**src/rtl/rom_dl_router.sv**
```systemverilog
// ROM download router: steers the HPS index-0 byte stream to the SDRAM ports
// or the BG tile bus, stalling the HPS while a toggle handshake is in flight.
module rom_dl_router #(
    parameter logic [24:0] SP_BASE     = 25'h12000,
    parameter logic [24:0] BG_BASE     = 25'h32000,
    parameter logic [24:0] BG_END      = 25'h3A000,
    parameter int          ACK_TIMEOUT = 255
) (
    input  logic        clk_sys,
    input  logic        reset,
    input  logic        ioctl_download,
    input  logic        ioctl_wr,
    input  logic [7:0]  ioctl_index,
    input  logic [24:0] ioctl_addr,
    input  logic [7:0]  ioctl_dout,
    output logic        ioctl_wait,
    output logic        port1_req,
    input  logic        port1_ack,
    output logic [22:0] port1_a,
    output logic [1:0]  port1_ds,
    output logic [15:0] port1_d,
    output logic        port2_req,
    input  logic        port2_ack,
    output logic [17:0] port2_a,
    output logic [1:0]  port2_ds,
    output logic [15:0] port2_d,
    output logic        dl_wr,
    output logic [24:0] dl_addr,
    output logic [7:0]  dl_data,
    output logic        rom_busy,
    output logic        dl_done,
    output logic        err_timeout,
    output logic        err_overrun
);

    typedef enum logic [1:0] {S_IDLE, S_ISSUE, S_WAIT} state_t;

    localparam int CW = $clog2(ACK_TIMEOUT + 1);
    localparam logic [CW-1:0] CNT_LAST = CW'(ACK_TIMEOUT - 1);

    state_t        state_q, state_d;
    logic          sel_q, sel_d;
    logic [CW-1:0] cnt_q, cnt_d;
    logic          p1_req_q, p1_req_d;
    logic [22:0]   p1_a_q, p1_a_d;
    logic [1:0]    p1_ds_q, p1_ds_d;
    logic [15:0]   p1_d_q, p1_d_d;
    logic          p2_req_q, p2_req_d;
    logic [17:0]   p2_a_q, p2_a_d;
    logic [1:0]    p2_ds_q, p2_ds_d;
    logic [15:0]   p2_d_q, p2_d_d;
    logic          dl_wr_q, dl_wr_d;
    logic [24:0]   dl_addr_q, dl_addr_d;
    logic [7:0]    dl_data_q, dl_data_d;
    logic          busy_q, busy_d;
    logic          done_q, done_d;
    logic          pend_q, pend_d;
    logic          dl_q, dl_d;
    logic          err_to_q, err_to_d;
    logic          err_ov_q, err_ov_d;

    logic          accept, idle, in_p1, in_p2, in_bg;
    logic          req_sel, ack_sel;
    logic [24:0]   sp_off, bg_off;

    assign accept  = ioctl_download & ioctl_wr & (ioctl_index == 8'd0);
    assign idle    = (state_q == S_IDLE);
    assign in_p1   = (ioctl_addr < SP_BASE);
    assign in_p2   = !in_p1 && (ioctl_addr < BG_BASE);
    assign in_bg   = (ioctl_addr >= BG_BASE) && (ioctl_addr < BG_END);
    assign sp_off  = ioctl_addr - SP_BASE;
    assign bg_off  = ioctl_addr - BG_BASE;
    assign req_sel = sel_q ? p2_req_q : p1_req_q;
    assign ack_sel = sel_q ? port2_ack : port1_ack;

    always_comb begin
        state_d   = state_q;
        sel_d     = sel_q;
        cnt_d     = cnt_q;
        p1_req_d  = p1_req_q;
        p1_a_d    = p1_a_q;
        p1_ds_d   = p1_ds_q;
        p1_d_d    = p1_d_q;
        p2_req_d  = p2_req_q;
        p2_a_d    = p2_a_q;
        p2_ds_d   = p2_ds_q;
        p2_d_d    = p2_d_q;
        dl_wr_d   = 1'b0;
        dl_addr_d = dl_addr_q;
        dl_data_d = dl_data_q;
        busy_d    = busy_q;
        done_d    = 1'b0;
        pend_d    = pend_q;
        dl_d      = ioctl_download;
        err_to_d  = err_to_q;
        err_ov_d  = err_ov_q;

        // Completion waits for the in-flight byte to retire
        if (pend_q && idle) begin
            done_d = 1'b1;
            busy_d = 1'b0;
            pend_d = 1'b0;
        end
        if (dl_q && !ioctl_download && busy_q) begin
            pend_d = 1'b1;
        end

        if (accept && !idle) begin
            err_ov_d = 1'b1;
        end

        unique case (state_q)
            S_IDLE: begin
                if (accept) begin
                    if (in_p1) begin
                        sel_d   = 1'b0;
                        p1_a_d  = ioctl_addr[23:1];
                        p1_ds_d = {ioctl_addr[0], ~ioctl_addr[0]};
                        p1_d_d  = {ioctl_dout, ioctl_dout};
                        busy_d  = 1'b1;
                        state_d = S_ISSUE;
                    end else if (in_p2) begin
                        sel_d   = 1'b1;
                        p2_a_d  = {sp_off[18:17], sp_off[14:0], sp_off[16]};
                        p2_ds_d = {sp_off[15], ~sp_off[15]};
                        p2_d_d  = {ioctl_dout, ioctl_dout};
                        busy_d  = 1'b1;
                        state_d = S_ISSUE;
                    end else if (in_bg) begin
                        dl_wr_d   = 1'b1;
                        dl_addr_d = bg_off;
                        dl_data_d = ioctl_dout;
                        busy_d    = 1'b1;
                    end
                end
            end
            S_ISSUE: begin
                cnt_d = '0;
                if (sel_q) begin
                    p2_req_d = ~p2_req_q;
                end else begin
                    p1_req_d = ~p1_req_q;
                end
                state_d = S_WAIT;
            end
            S_WAIT: begin
                cnt_d = cnt_q + 1'b1;
                if (req_sel == ack_sel) begin
                    state_d = S_IDLE;
                end else if (cnt_q == CNT_LAST) begin
                    // Abandon the request: realign req so the port reads idle
                    err_to_d = 1'b1;
                    state_d  = S_IDLE;
                    if (sel_q) begin
                        p2_req_d = port2_ack;
                    end else begin
                        p1_req_d = port1_ack;
                    end
                end
            end
            default: begin
                state_d = S_IDLE;
            end
        endcase
    end

    always_ff @(posedge clk_sys) begin
        if (reset) begin
            state_q   <= S_IDLE;
            sel_q     <= 1'b0;
            cnt_q     <= '0;
            p1_req_q  <= port1_ack;
            p1_a_q    <= '0;
            p1_ds_q   <= '0;
            p1_d_q    <= '0;
            p2_req_q  <= port2_ack;
            p2_a_q    <= '0;
            p2_ds_q   <= '0;
            p2_d_q    <= '0;
            dl_wr_q   <= 1'b0;
            dl_addr_q <= '0;
            dl_data_q <= '0;
            busy_q    <= 1'b0;
            done_q    <= 1'b0;
            pend_q    <= 1'b0;
            dl_q      <= 1'b0;
            err_to_q  <= 1'b0;
            err_ov_q  <= 1'b0;
        end else begin
            state_q   <= state_d;
            sel_q     <= sel_d;
            cnt_q     <= cnt_d;
            p1_req_q  <= p1_req_d;
            p1_a_q    <= p1_a_d;
            p1_ds_q   <= p1_ds_d;
            p1_d_q    <= p1_d_d;
            p2_req_q  <= p2_req_d;
            p2_a_q    <= p2_a_d;
            p2_ds_q   <= p2_ds_d;
            p2_d_q    <= p2_d_d;
            dl_wr_q   <= dl_wr_d;
            dl_addr_q <= dl_addr_d;
            dl_data_q <= dl_data_d;
            busy_q    <= busy_d;
            done_q    <= done_d;
            pend_q    <= pend_d;
            dl_q      <= dl_d;
            err_to_q  <= err_to_d;
            err_ov_q  <= err_ov_d;
        end
    end

    assign ioctl_wait = ~reset & ((idle & accept & (in_p1 | in_p2))
                      | (state_q == S_ISSUE)
                      | ((state_q == S_WAIT) & (req_sel != ack_sel)));

    assign port1_req   = p1_req_q;
    assign port1_a     = p1_a_q;
    assign port1_ds    = p1_ds_q;
    assign port1_d     = p1_d_q;
    assign port2_req   = p2_req_q;
    assign port2_a     = p2_a_q;
    assign port2_ds    = p2_ds_q;
    assign port2_d     = p2_d_q;
    assign dl_wr       = dl_wr_q;
    assign dl_addr     = dl_addr_q;
    assign dl_data     = dl_data_q;
    assign rom_busy    = busy_q;
    assign dl_done     = done_q;
    assign err_timeout = err_to_q;
    assign err_overrun = err_ov_q;

endmodule

```
**config.mk**
```make
export PLATFORM = sky130hd
export DESIGN_NAME = rom_dl_router
export DESIGN_NICKNAME = d
export VERILOG_FILES = /design/src/rtl/rom_dl_router.sv
export SDC_FILE = /design/constraint.sdc
export NUM_CORES = 1
export LEC_CHECK = 0
export CELL_PAD_IN_SITES_DETAIL_PLACEMENT = 0
export CELL_PAD_IN_SITES_GLOBAL_PLACEMENT = 2
export CORE_ASPECT_RATIO = 0.5
export CORE_UTILIZATION = 30
export DETAILED_ROUTE_END_ITERATION = 7
export DONT_BUFFER_PORTS = 1
export MAX_ROUTING_LAYER = met4
export PLACE_DENSITY_LB_ADDON = 0.1
export SLEW_MARGIN = 5
export SYNTH_ARGS = -nofsm -noshare
export SYNTH_HDL_FRONTEND = slang
export SYNTH_SLANG_ARGS = --single-unit
```
**constraint.sdc**
```tcl
create_clock -name clk_sys -period 3.07 [get_ports clk_sys]
set_input_delay 0.614 -clock clk_sys [delete_from_list [all_inputs] [get_ports clk_sys]]
set_output_delay 0.614 -clock clk_sys [all_outputs]
set_load 0.02 [all_outputs]
```
Yosys cells after proc, flatten, opt, wreduce, memory -nomap -nowiden

Cells that the tools add are included.

Register bits after elaboration: 130
Bits of input ports: 47
Output and inout port bits: 118

$add $sub $neg: 3
Magnitude comparators: 4
Eq/ne operators: 14
Mux-type cells: 33
Bitwise logic cells: 19
Reductions and logical operators: 24

Operators with widths:

| cell                   | count |
|---|---|
| $lt 25x18->1 const B   | 2 |
| $ge 25x18->1 const B   | 1 |
| $lt 25x17->1 const B   | 1 |
| $sub 25x18->25 const B | 1 |
| $mux 1                 | 24 |
| $ne 3x3->1 const B     | 7 |
| $sub 19x17->19 const B | 1 |
| $pmux 8 s2             | 1 |
| $reduce_and 5->1       | 3 |
| $reduce_and 3->1       | 4 |
| $mux 2                 | 5 |
| $not 1->1              | 10 |
| $add 8x1->8 const B    | 1 |
| $eq 8x8->1 const B     | 1 |
| $logic_not 8->1        | 1 |
| $and 1x1->1            | 6 |
| $logic_and 1x1->1      | 6 |
| $pmux 2 s3             | 1 |
| $reduce_bool 2->1      | 3 |
| $reduce_or 5->1        | 1 |
| $pmux 1 s2             | 2 |
| $reduce_and 4->1       | 1 |
| $logic_not 1->1        | 3 |
| $ne 3x1->1 const B     | 1 |
| 8 further kinds        | 10 |

Logic depth before layout (Yosys ltp)

Depth in word-level cells: 8
Depth in mapped cells: 10
Mapped depth without buffers: 7

Least setup slack after synthesis

No wires, ideal clock.

Kind: input to output
Start point: input port ioctl_addr[19]
End point: output port ioctl_wait
Arrival time: 2.563 ns
Setup slack: -0.107 ns
Stages on the path: 5
Cells stage by stage: or4_4 or4b_1 buf_2 or3_1 a31oi_1

Word-level cells in the longest chain between the ends: 8
Elaborated cells between the ends (all ways): 9
Classes of those cells: 2 x order compare; 5 x bitwise; 2 x reduce/logical

Ends and longest elaborated chain:

| element            | RTL line | RTL |
|---|---|---|
| start: declaration | 14       | `input logic [24:0] ioctl_addr,` |
| $lt 25x17->1       | 68       | `assign in_p1 = (ioctl_addr < SP_BASE);` |
| $logic_not 1->1    | 69       | `assign in_p2 = !in_p1 && (ioctl_addr < BG_BASE);` |
| $logic_and 1x1->1  | 69       |  |
| $or 1x1->1 *       | 213      | `assign ioctl_wait = ~reset & ((idle & accept & (in_p1 \| in_p2))` |
| $and 1x1->1 *      | 213      |  |
| $or 1x1->1 *       | 214      | `\| (state_q == S_ISSUE)` |
| $or 1x1->1 *       | 215      | `\| ((state_q == S_WAIT) & (req_sel != ack_sel)));` |
| $and 1x1->1 *      | 213      |  |
| end: declaration   | 16       | `output logic ioctl_wait,` |

Every way passes the cells marked *; elsewhere a longest branch is shown, timed or not.

Worst setup path in the final report

Same ends and word-level chain as after synthesis.

==> results.yml <==
status:
  status: "complete, no violations"
cts:
  cts_tree: "done"
  cts_buffers: 17
  cts_sinks: 114
  postCtsHoldBufs: 0
  cts_resized: 0
  worstSkewPairLatency_ns: 0.41
  postCtsSetupRepairBufs: 0
  root_buffer: "clkbuf_16"
  h-tree-depth: 4
  clk_pin_slew_ns: 0.05
  clock_path_buffers: 2
timing:
  worstMarginPinSlew_ns: 0.8122
  finalHoldViolations: 0
  rsz0062_at_grt: "false"
  fmax_mhz: 332.9
  layout_setup_ws_ns: 0.06607
  finalMaxSlewViolations: 0
  fin_crit_sh_pct: 97.85
  tns_ns: 0
  relSlewSlack_pct: 45.28
  post-route-min-period_ns: 3.004
  fin_skew_ns: 0.01279
  setup_violations: 0
die:
  rows: 31
  die_width_um: 174.5
  die_h_um: 88.27
  io_pins: 165
  start_util_pct: 30.78
  core_um2: 14510
  die_area_um2: 15410
route:
  wl_mm: 12.31
  ant_nets: 0
  drc: 0
  first_iter_violations: 196
  vias: 3343
  wl_per_cell_um: 17.21
  dr.pass1.iters: 4
  vias_per_cell: 4.676
place:
  place.gp.congestion: 0.7010
  placed_area_um2: 4593
  place_hpwl_mm: 8.054
  dpl_worst_slack_ns: 0.06243
  port-buffer-count: 0
pwr:
  powerDensity_nw_per_um2: 661.2
  intPower_mw: 2.704
  p_sw_uw: 703.4
  switching_share_pct: 20.64
  seqPwrFrac_pct: 43.8
  power_frac_clock_pct: 55.2
  power_mw: 3.408
  pwr-share-comb_pct: 1.0
  power_leakage_nw: 1.759
  peakVddDrop_mv: 0.3461
setup_path:
  cp.arrival_ns: 2.39
  worstPathRequired_ns: 2.46
  worstPathMaxFanout: 2
  cp-start-kind: "primary input"
  rr_startpoint: "state_q[0]"
  rr_worst_depth: 6
  worstSetupEndpointType: "output pin"
  regToRegEndpoint: "port2_a[16]"
  critical_path_class: "primary input to output pin"
  r2r_setup_slack_ns: 1.04
logic_synthesis:
  synthCells: 521
  synth_area_um2: 4466
  yosysUniqueCellTypes: 44
  synth_seq_area_share_pct: 51.56
  synth_flop_cell: "dfxtp_1"
  async_flop_share_pct: 0
  ys_ff_latch: 114
  postSynthNetCount: 575
  synth_edf_count: 2
  yosysWarnings: 0
  synth_area_per_cell_um2: 8.571
layout:
  ff_latch_area_um2: 2302
  finalNetCount: 559
  area_growth_pct: 15.41
  drive_gt1_share_pct: 13.15
  multi_input_area_um2: 1858
  antenna_cells: 0
  fin_area_um2: 5154
  fill_cells: 1527
global_route:
  grt_max_degree: 99
  grt_pass1_vias: 3280
  grt_first_pass_wirelength_mm: 19.14
  grt_use_total_pct: 17.07
  grt_antenna_before_repair: 0
  grt_overflow: 0
flow_run:
  max-cap-violations: 0
worst_hold_path:
  min_to: "dl_addr[20]"
  min_path_cells: 1
  hold_path_startpoint: "reset"
  hp-class: "primary input to flip-flop"
==> metal layers <==
layer / track usage, % / up-vias / part of all wire [%]
met5: - / - / 0
met4: 4.980 / 0 / 0.51
met3: 6.486 / 6 / 6.8
met2: 25.64 / 87 / 44
met1: 21.35 / 1550 / 48
li1: - / 1700 / -
==> synth_stat cells (5+ instances only) <==
cell / count / area [um2]
nand2_1: 141 / 529.3
dfxtp_1: 112 / 2242
a21oi_1: 73 / 365.4
nor2_1: 24 / 90.09
clkbuf_1: 23 / 86.33
and3_1: 16 / 100.1
buf_4: 16 / 120.1
a21oi_2: 11 / 96.34
inv_1: 10 / 37.54
nand2_2: 10 / 62.56
ha_1: 7 / 87.58
nand4_1: 6 / 37.54
xor2_1: 6 / 52.55
buf_6: 5 / 56.30
nand2b_1: 5 / 31.28
nand3_1: 5 / 25.02
o21ai_0: 5 / 25.02
o31ai_1: 5 / 37.54
==> placed cells by master (no fill, tap or decap), types with 6 or more instances in the layout <==
cell       instances
nand2_1          141
dfxtp_1          112
a21oi_1           73
nor2_1            24
clkbuf_16         17
and3_1            16
a21oi_2           11
inv_1             10
nand2_2           10
buf_4              9
ha_1               7
xor2_1             6
nand4_1            6
clkinv_2           6
==> registers in the layout (all words and copies together), names as in the netlist, 2 cells and up <==
name      count
state_q       2
dl_addr      25
cnt_q         8
port2_d       8
port2_a      18
dl_data       8
port2_ds      2
port1_ds      2
port1_d       8
port1_a      23
==> area by class of cell <==
type | count | area share (%)
clock inverters | 11 | 2.209
repair buffers | 13 | 2.865
multi-input cells | 349 | 36.05
inverters | 10 | 0.7283
flip-flops and latches | 114 | 44.67
well taps | 198 | 4.807
clock buffers | 20 | 8.667
==> kinds of logic (layout without fill, tap and decap cells) <==
family / Yosys count / in the layout / synth area share (%)
multiplexers: 1 / 1 / 0.2242
adder cells (fa/ha/maj): 7 / 7 / 1.961
flip-flops: 114 / 114 / 51.56
AO/OA/AOI/OAI: 110 / 110 / 14.65
XOR/XNOR: 8 / 8 / 1.569
AND/OR/NAND/NOR: 223 / 223 / 22.86
buffers and inverters: 58 / 54 / 7.173
==> through the flow <==
| stage | hold WS [ns] | utilization (%) | cells |
|---|---|---|---|
| 2_1_floorplan | 0.4335 | - | 521 |
| 3_3_place_gp | 0.4549 | 31.66 | 684 |
| 3_5_place_dp | 0.4525 | 31.66 | 684 |
| 4_1_cts | 0.2554 | 35.53 | 715 |
| 5_1_grt | 0.2591 | 35.53 | 715 |
| 6_report | 0.2855 | 35.53 | 715 |
==> critical path, stage by stage <==
cell	delay, ns
or4_4	0.51
or4b_1	0.53
or3_1	0.44
a31oi_4	0.30
==> how the worst max path moves through the flow <==
stage / startpoint / end / slack [ns]
3_3_place_gp: ioctl_addr[19] / ioctl_wait / 0.07
4_1_cts: ioctl_addr[19] / ioctl_wait / 0.06
6_report: ioctl_addr[19] / ioctl_wait / 0.07
2_1_floorplan: ioctl_addr[19] / ioctl_wait / 0.001
3_5_place_dp: ioctl_addr[19] / ioctl_wait / 0.06
5_1_grt: ioctl_addr[19] / ioctl_wait / 0.03
==> power groups by stage <==
| stage | clock, mW | combinational (mW) | sequential [mW] |
|---|---|---|---|
| after global routing | 2.02 | 0.0387 | 1.49 |
| after floorplan | 0 | 0.0438 | 1.52 |
| after global placement | 0 | 0.0348 | 1.52 |
| after CTS | 1.94 | 0.0351 | 1.49 |
| after detailed placement | 0 | 0.0348 | 1.52 |
| final | 1.88 | 0.0348 | 1.49 |
Note: power is estimated with default switching activity, not from simulation.
